## src/rtl/debounce_pkg.sv

```systemverilog
// Shared types and defaults for the multi-channel debounce scheduler.
package debounce_pkg;

  localparam int unsigned DEF_CNT_W     = 16;
  localparam int unsigned DEF_DELAY_CNT = 50000;

  // Per-channel press/release state; codes 6 and 7 are illegal and recover to IDLE.
  typedef enum logic [2:0] {
    ST_IDLE       = 3'd0,
    ST_REQ_PRESS  = 3'd1,
    ST_PRESS_HOLD = 3'd2,
    ST_WAIT_REL   = 3'd3,
    ST_REQ_REL    = 3'd4,
    ST_REL_HOLD   = 3'd5
  } ch_state_t;

  // Channel is asking for the shared timer.
  function automatic logic is_req(input ch_state_t s);
    return (s == ST_REQ_PRESS) || (s == ST_REQ_REL);
  endfunction

  // Channel currently owns the shared timer.
  function automatic logic is_hold(input ch_state_t s);
    return (s == ST_PRESS_HOLD) || (s == ST_REL_HOLD);
  endfunction

endpackage

```

## src/rtl/rr_arbiter.sv

```systemverilog
// Round-robin arbiter handing the shared hold-off timer to one requesting channel.
module rr_arbiter #(
  parameter  int unsigned N_CH = 4,
  localparam int unsigned CH_W = $clog2(N_CH)
) (
  input  logic            clock,
  input  logic            reset,
  input  logic [N_CH-1:0] req,
  input  logic            en,
  output logic [N_CH-1:0] gnt,
  output logic [CH_W-1:0] gnt_idx,
  output logic [CH_W-1:0] last_grant
);

  logic found;

  // Search starts one past the previous owner so every requester is reached within N_CH grants.
  always_comb begin
    gnt     = '0;
    gnt_idx = last_grant;
    found   = 1'b0;
    for (int unsigned k = 1; k <= N_CH; k++) begin
      int unsigned cand;
      cand = 32'(last_grant) + k;
      if (cand >= N_CH) begin
        cand = cand - N_CH;
      end
      if (en && !found && req[CH_W'(cand)]) begin
        found               = 1'b1;
        gnt[CH_W'(cand)]    = 1'b1;
        gnt_idx             = CH_W'(cand);
      end
    end
  end

  // Remember the most recent owner; reset value gives channel 0 first priority.
  always_ff @(posedge clock or negedge reset) begin
    if (!reset) begin
      last_grant <= CH_W'(N_CH - 1);
    end else if (found) begin
      last_grant <= gnt_idx;
    end
  end

endmodule

```

## src/rtl/debounce_scheduler.sv

```systemverilog
// Multi-channel push-button debouncer sharing one hold-off timer via round-robin.
// Optional input synchronizer: define DEBOUNCE_SYNC_EN to add a 2-flop sync per raw bit.
module debounce_scheduler
  import debounce_pkg::*;
#(
  parameter  int unsigned      N_CH      = 4,
  parameter  int unsigned      CNT_W     = DEF_CNT_W,
  parameter  logic [CNT_W-1:0] DELAY_CNT = CNT_W'(DEF_DELAY_CNT),
  localparam int unsigned      CH_W      = $clog2(N_CH)
) (
  input  logic            clock,
  input  logic            reset,
  input  logic [N_CH-1:0] raw,
  output logic [N_CH-1:0] clean,
  output logic [N_CH-1:0] pending,
  output logic            busy,
  output logic [CH_W-1:0] grant_idx
);

  logic [N_CH-1:0]  raw_s;
  logic [N_CH-1:0]  req;
  logic [N_CH-1:0]  hold;
  logic [N_CH-1:0]  req_d;
  logic [N_CH-1:0]  hold_d;
  logic [N_CH-1:0]  press_req;
  logic [N_CH-1:0]  gnt;
  logic [CH_W-1:0]  gnt_idx;
  logic [CH_W-1:0]  last_grant;
  logic [N_CH-1:0]  clean_d;
  logic [CNT_W-1:0] timer_q;
  logic             timer_done;
  logic             timer_free;
  logic             owned_q;

`ifdef DEBOUNCE_SYNC_EN
  logic [N_CH-1:0] sync_q1;
  logic [N_CH-1:0] sync_q2;

  // Two-flop synchronizer on the raw switch levels.
  always_ff @(posedge clock or negedge reset) begin
    if (!reset) begin
      sync_q1 <= '0;
      sync_q2 <= '0;
    end else begin
      sync_q1 <= raw;
      sync_q2 <= sync_q1;
    end
  end

  assign raw_s = sync_q2;
`else
  assign raw_s = raw;
`endif

  assign timer_free = ~(|hold);
  assign timer_done = (timer_q == (DELAY_CNT - CNT_W'(1)));

  rr_arbiter #(
    .N_CH (N_CH)
  ) u_arb (
    .clock      (clock),
    .reset      (reset),
    .req        (req),
    .en         (timer_free),
    .gnt        (gnt),
    .gnt_idx    (gnt_idx),
    .last_grant (last_grant)
  );

  for (genvar i = 0; i < N_CH; i++) begin : g_ch
    ch_state_t state_q;
    ch_state_t state_d;

    // Channel state register.
    always_ff @(posedge clock or negedge reset) begin
      if (!reset) begin
        state_q <= ST_IDLE;
      end else begin
        state_q <= state_d;
      end
    end

    // Press/release sequencing; raw is ignored while holding or waiting for the timer.
    always_comb begin
      state_d = state_q;
      case (state_q)
        ST_IDLE:       if (raw_s[i])   state_d = ST_REQ_PRESS;
        ST_REQ_PRESS:  if (gnt[i])     state_d = ST_PRESS_HOLD;
        ST_PRESS_HOLD: if (timer_done) state_d = ST_WAIT_REL;
        ST_WAIT_REL:   if (!raw_s[i])  state_d = ST_REQ_REL;
        ST_REQ_REL:    if (gnt[i])     state_d = ST_REL_HOLD;
        ST_REL_HOLD:   if (timer_done) state_d = ST_IDLE;
        default:                       state_d = ST_IDLE;
      endcase
    end

    assign req[i]       = is_req(state_q);
    assign hold[i]      = is_hold(state_q);
    assign req_d[i]     = is_req(state_d);
    assign hold_d[i]    = is_hold(state_d);
    assign press_req[i] = (state_q == ST_REQ_PRESS);
  end

  // A grant to a channel waiting on a press produces its clean pulse.
  always_comb begin
    clean_d = '0;
    if ((|gnt) && press_req[gnt_idx]) begin
      clean_d[gnt_idx] = 1'b1;
    end
  end

  // Shared hold-off timer: restarts on each grant, counts while a channel holds.
  always_ff @(posedge clock or negedge reset) begin
    if (!reset) begin
      timer_q <= '0;
    end else if (|gnt) begin
      timer_q <= '0;
    end else if (|hold) begin
      timer_q <= timer_q + CNT_W'(1);
    end
  end

  // Output registers, all derived from the next channel states.
  always_ff @(posedge clock or negedge reset) begin
    if (!reset) begin
      clean   <= '0;
      pending <= '0;
      busy    <= 1'b0;
      owned_q <= 1'b0;
    end else begin
      clean   <= clean_d;
      pending <= req_d;
      busy    <= |hold_d;
      if (|gnt) begin
        owned_q <= 1'b1;
      end
    end
  end

  // Owner index reads 0 until the first grant after reset, then tracks the last owner.
  assign grant_idx = owned_q ? last_grant : '0;

endmodule
```

## config.mk

```make
export PLATFORM = sky130hd
export DESIGN_NAME = debounce_scheduler
export DESIGN_NICKNAME = d
export VERILOG_FILES = /design/src/rtl/debounce_pkg.sv /design/src/rtl/rr_arbiter.sv /design/src/rtl/debounce_scheduler.sv
export SDC_FILE = /design/constraint.sdc
export NUM_CORES = 1
export LEC_CHECK = 0
export CELL_PAD_IN_SITES_DETAIL_PLACEMENT = 0
export CELL_PAD_IN_SITES_GLOBAL_PLACEMENT = 1
export CORE_UTILIZATION = 50
export CTS_CLUSTER_DIAMETER = 80
export CTS_CLUSTER_SIZE = 24
export DETAILED_ROUTE_END_ITERATION = 10
export DONT_BUFFER_PORTS = 1
export PLACE_DENSITY = 0.87
export SKIP_CTS_REPAIR_TIMING = 1
export SLEW_MARGIN = 20
export SYNTH_ARGS = -nofsm -noshare
export SYNTH_HDL_FRONTEND = slang
export SYNTH_SLANG_ARGS = --single-unit
export TNS_END_PERCENT = 5
```

## constraint.sdc

```tcl
create_clock -name clock -period 6.8 [get_ports clock]
set_clock_uncertainty 0.2 [all_clocks]
set_input_delay 1.36 -clock clock [delete_from_list [all_inputs] [get_ports clock]]
set_output_delay 1.36 -clock clock [all_outputs]
set_load 0.03 [all_outputs]
```

# ---- After elaboration in Yosys (flattened, before gate mapping)
# Cells that the tools add are included.
dict set report op_classes {
  n_eq_ne 37
  add_sub_neg 9
  n_mux 68
  magnitude_cmp 14
  bitwise 4
  n_reduce_logical 40
}
# op n
set op_table {}
lappend op_table {{$mux 3} 24}
lappend op_table {{$pmux 3 s6} 4}
lappend op_table {{$eq 3x3->1 const B} 16}
lappend op_table {{$eq 3x2->1 const B} 12}
lappend op_table {{$mux 16} 2}
lappend op_table {{$eq 3x1->1 const B} 8}
lappend op_table {{$mux 4} 5}
lappend op_table {{$mux 2} 9}
lappend op_table {{$add 16x1->16 const B} 1}
lappend op_table {{$eq 16x16->1 const B} 1}
lappend op_table {{$logic_or 1x1->1} 16}
lappend op_table {{$lt 2x3->1 const B} 5}
lappend op_table {{$mux 1} 14}
lappend op_table {{$logic_and 1x1->1} 13}
lappend op_table {{$logic_not 3->1} 4}
lappend op_table {{$or 4x4->4} 3}
lappend op_table {{$reduce_or 4->1} 3}
lappend op_table {{$bmux 1 s2} 5}
lappend op_table {{$demux 1 s2} 5}
lappend op_table {{$ge 2x1->1 const B} 5}
lappend op_table {{$ge 3x3->1 const B} 3}
lappend op_table {{$sub 2x1->2 const B} 4}
lappend op_table {{$add 2x2->3 const B} 2}
lappend op_table {{$add 2x3->4 const B} 1}
lappend op_table {{other kinds (5)} 7}
dict set report totals {
  inputBits 6
  regBits 40
  wordCells 182
}

# ---- Logic depth before layout (Yosys ltp)
dict set report logic_depth {
  ltp_word 24
  mapped_depth 14
}

# ---- By module
# A second synthesis with hierarchy kept.
dict set report unflattened {
  cells_unflattened 289
  area_unflattened_um2 2865.2
}
# module cells_each n_inst area_each_um2 seq_area_each_um2
set by_module_without_submodules {}
lappend by_module_without_submodules {debounce_scheduler 232 1 2293.4 950.9}
lappend by_module_without_submodules {rr_arbiter 57 1 571.8 52.6}

# ---- Worst setup path before layout
# OpenSTA, ideal clock, no wires.
dict set report synth_path {
  path_type {register to register}
  start {register u_arb.last_grant[1]}
  end {register owned_q}
  n_path_buf 3
  stages_incl_launch_ff 13
  arrival_ns 3.353
  required_ns 6.476
  setup_slack_ns 3.122
  cell_sequence {dfstp_2 -> buf_2 -> inv_1 -> ha_1 -> buf_1 -> nor2b_1 -> a221oi_2 -> nor2_2 -> mux2_2 -> a22o_1 -> or4_1 -> buf_4 -> or2_1}
}
dict set report synth_between {
  elab_chain_len 20
}
# item line_no
set synth_rtl {}
lappend synth_rtl {{start, declared} rr_arbiter.sv:12} ;# output logic [CH_W-1:0] last_grant
lappend synth_rtl {{start signal, assigned} rr_arbiter.sv:39} ;# last_grant <= CH_W'(N_CH - 1);
lappend synth_rtl {{start signal, assigned} rr_arbiter.sv:41} ;# last_grant <= gnt_idx;
lappend synth_rtl {{branches (longest 18 deep; another with $add 2x1->3)} --}
lappend synth_rtl {{$mux 4 *} rr_arbiter.sv:28} ;# if (en && !found && req[CH_W'(cand)]) begin
lappend synth_rtl {{$reduce_or 4->1 *} debounce_scheduler.sv:134} ;# if (|gnt) begin
lappend synth_rtl {{end signal, assigned} debounce_scheduler.sv:129} ;# owned_q <= 1'b0;
lappend synth_rtl {{end signal, assigned} debounce_scheduler.sv:135} ;# owned_q <= 1'b1;
lappend synth_rtl {{end, declared} debounce_scheduler.sv:33} ;# logic owned_q;
# Every way passes the cells marked *. The select of a mux whose other input is x is not followed.
# A chain may end at the register's enable or synchronous reset.

# ---- Worst setup path in the final report
dict set report layout_path {
  start {register u_arb.last_grant[0]}
  end {register owned_q}
}
# Same word-level chain as after synthesis.

==> results.md <==
* Final period util at 61.0%
* Max stage delay on crit path at 0.73 ns
* Starting Density at 51.6%
* Placed standard-cell area at 0.00300 mm2
* Asr flop ratio synth at 100%
* Worst-margin pin slew at 0.605 ns
* Clk_lat worst skew at 0.29 ns
* Cell family with most CP delay: simple AND/OR/NAND/NOR gates
* Top-area cell type share of the netlist area at 31.3%
* GR Overflow Total at 0
* Mapped Avg Cell Area at 9.01 um2
* Clock Path Buffers at 2
* DRT antenna net count at 0
* I/O Pins at 17
* Routed wire per std cell at 17.3 um
* Synth Instances at 337
* DIE WIDTH at 79.9 um
* Initial antenna violation count at 0
* Die Span Y at 79.9 um
* Dpl hpwl at 4940 um
* Global-route wire length before repair at 11600 um
* Critical Path AT at 4.13 ns
* Req. time, crit path at 6.78 ns
* Number of enable flip-flop cells after synthesis at 0
* Setup tns final at 0 ns
* Sequential fraction of the synthesis area at 33.0%
* Min Tclk post-route at 4.15 ns
* Antenna cells at 0
* Status: finished with violations
* Pre-Repair DR Iteration Count at 7
* Count leader, synth: dfrtp_1
* Final WL at 6900 um
* Max Fclk at 241 MHz
* CP Launch Type: flip-flop
* Drt via density at 6.01
* Max-Slew Margin vs Limit at 59.5%
* Mapped Area at 0.00304 mm2
* Fill cell count at 547
* Syn. warnings at 0
* Clk sinks at 40
* Hold Path Class: reg -> reg
* Ys flop type: dfrtp_1
* Nets at 338
* Fin area at 0.00313 mm2
* Routability cong. at 0.884
* Total number of vias at 2396
* Final Hold Viols at 0
* Worst-path fanout max at 19
* Remaining DRCs at 2
* Unrepaired setup endpoints after global routing: no
* Seq cells post-synth at 40
* Post-synth top cells: dfrtp_1, nand2_1, nor2_1
* Final Setup Violations at 0
* Core box area at 0.00589 mm2
* Max Cap Violations at 0
* Failing checks: DRC
* DR iter-0 viols at 156
* CP Class: reg -> reg
* Vias in the first global route at 2333
* Total GRT Usage at 23.7%
* CP Capture Type: flip-flop
* Mapped Nets at 351
* Critical Path Slowest Stage Cell: dfstp_2
* Clock root buffer: clkbuf_8
* Crit-path most repeated cell: or2_1
* Critical path, cell by cell: inv_1 -> ha_1 -> nor2b_1 -> a221oi_1 -> or2_1 -> o32ai_1 -> o2bb2ai_1 -> or4_1 -> buf_4 -> or2_1
* CTS Buf Count at 5
* CTS H-tree depth at 2
* Largest net degree at the start of global routing at 41
* Count of cell types in the netlist at 56
* Top post-synthesis cells by area: dfrtp_1, nand2_1, nor2_4
* I/O Buffers at 0
* Slew Limit Fails at 0
* Area Overhead vs Synth at 3.17%
* Site row count at 28
* CP Buf/Inv Count at 2
* Layout cell share with drive strength beyond 1 at 11.4%
* Die area at 0.00639 mm2
* CTS tree: yes
* Clock-pin slew of the registers on the worst-case setup and hold paths at 0.08 ns
* Post-synth top area cell: dfrtp_1
[layout by cell type, fill, tap and decap left out, drive strengths merged, types with 3 or more instances in the layout]
master    n
a2111oi   4
a21oi    14
a221oi    6
and2      3
and3      5
clkbuf    5
dfrtp    38
ha        8
inv      17
mux2i    11
nand2    30
nand2b    5
nand3    16
nor2     37
nor2b    12
nor3     14
nor3b     6
nor4      5
nor4b     3
o211ai    4
o21ai    13
o21bai    3
o2bb2ai   5
o31a      3
o32ai     7
xnor2     7
xor2     14
[worst register-to-register path, delay by kind of cell, from the launching register on]
| kind | cells | cell delay [ns] |
|---|---|---|
| buf+inv | 2 | 0.52 |
| flops | 1 | 0.73 |
| simple gates | 4 | 1.31 |
| fa+ha+maj | 1 | 0.46 |
| compound gates | 3 | 0.82 |
[registers in the layout (all words and copies together), names as in the netlist]
name / flops
busy: 1
clean: 4
g_ch.state_q: 12
owned_q: 1
pending: 4
timer_q: 16
u_arb.last_grant: 2
[through the flow]
step	hold WS, ns	worst slack (ns)	util (%)	instances
after CTS	0.301	2.68	53.2	399
final	0.295	2.65	53.2	399
after global placement	0.286	2.79	51.0	392
after detailed placement	0.283	2.70	51.0	392
after floorplan	0.240	3.12	-	337
after global routing	0.332	2.36	53.2	399
[final timing paths]
| check | start | endpoint | slack (ns) | cells past startpoint |
|---|---|---|---|---|
| max in group asynchronous | reset | u_arb.last_grant[1] | 5.67 | 0 |
| worst min-delay path | owned_q | owned_q | 0.30 | 1 |
| min in group asynchronous | reset | timer_q[7] | 0.56 | 0 |
| worst min register to register | owned_q | owned_q | 0.30 | 1 |
| worst max-delay path | u_arb.last_grant[0] | owned_q | 2.65 | 10 |
| worst max register to register | u_arb.last_grant[0] | owned_q | 2.65 | 10 |
[metal layers]
layer	vias to the layer above	track usage (%)	routed length, um
met4	0	10.7	221
met5	-	0	0
met2	64	37.2	3260
met1	1153	31.7	3120
li1	1164	-	-
met3	15	4.34	308
[logic make-up (layout without fill, tap and decap cells)]
family,Yosys count,in the layout,synth area share [%]
buffers and inverters,39,26,6.76
multiplexers,13,13,4.37
adder cells (fa/ha/maj),8,8,3.30
AO/OA/AOI/OAI,67,67,18.0
flip-flops,40,40,33.0
AND/OR/NAND/NOR,149,149,28.0
XOR/XNOR,21,21,6.55
[cell type report]
cell class | instances | area (um2) | area share, %
Sequential cell | 40 | 1000 | 32.0
Tap cell | 75 | 93.8 | 3.00
Clock buffer | 5 | 68.8 | 2.20
Timing Repair Buffer | 2 | 15.0 | 0.479
Multi-Input combinational cell | 258 | 1830 | 58.3
Inverter | 17 | 63.8 | 2.04
Clock inverter | 2 | 60.1 | 1.92
Power is not shown: default switching activity piles up to over one toggle a cycle in this logic, so the estimate is an artifact.
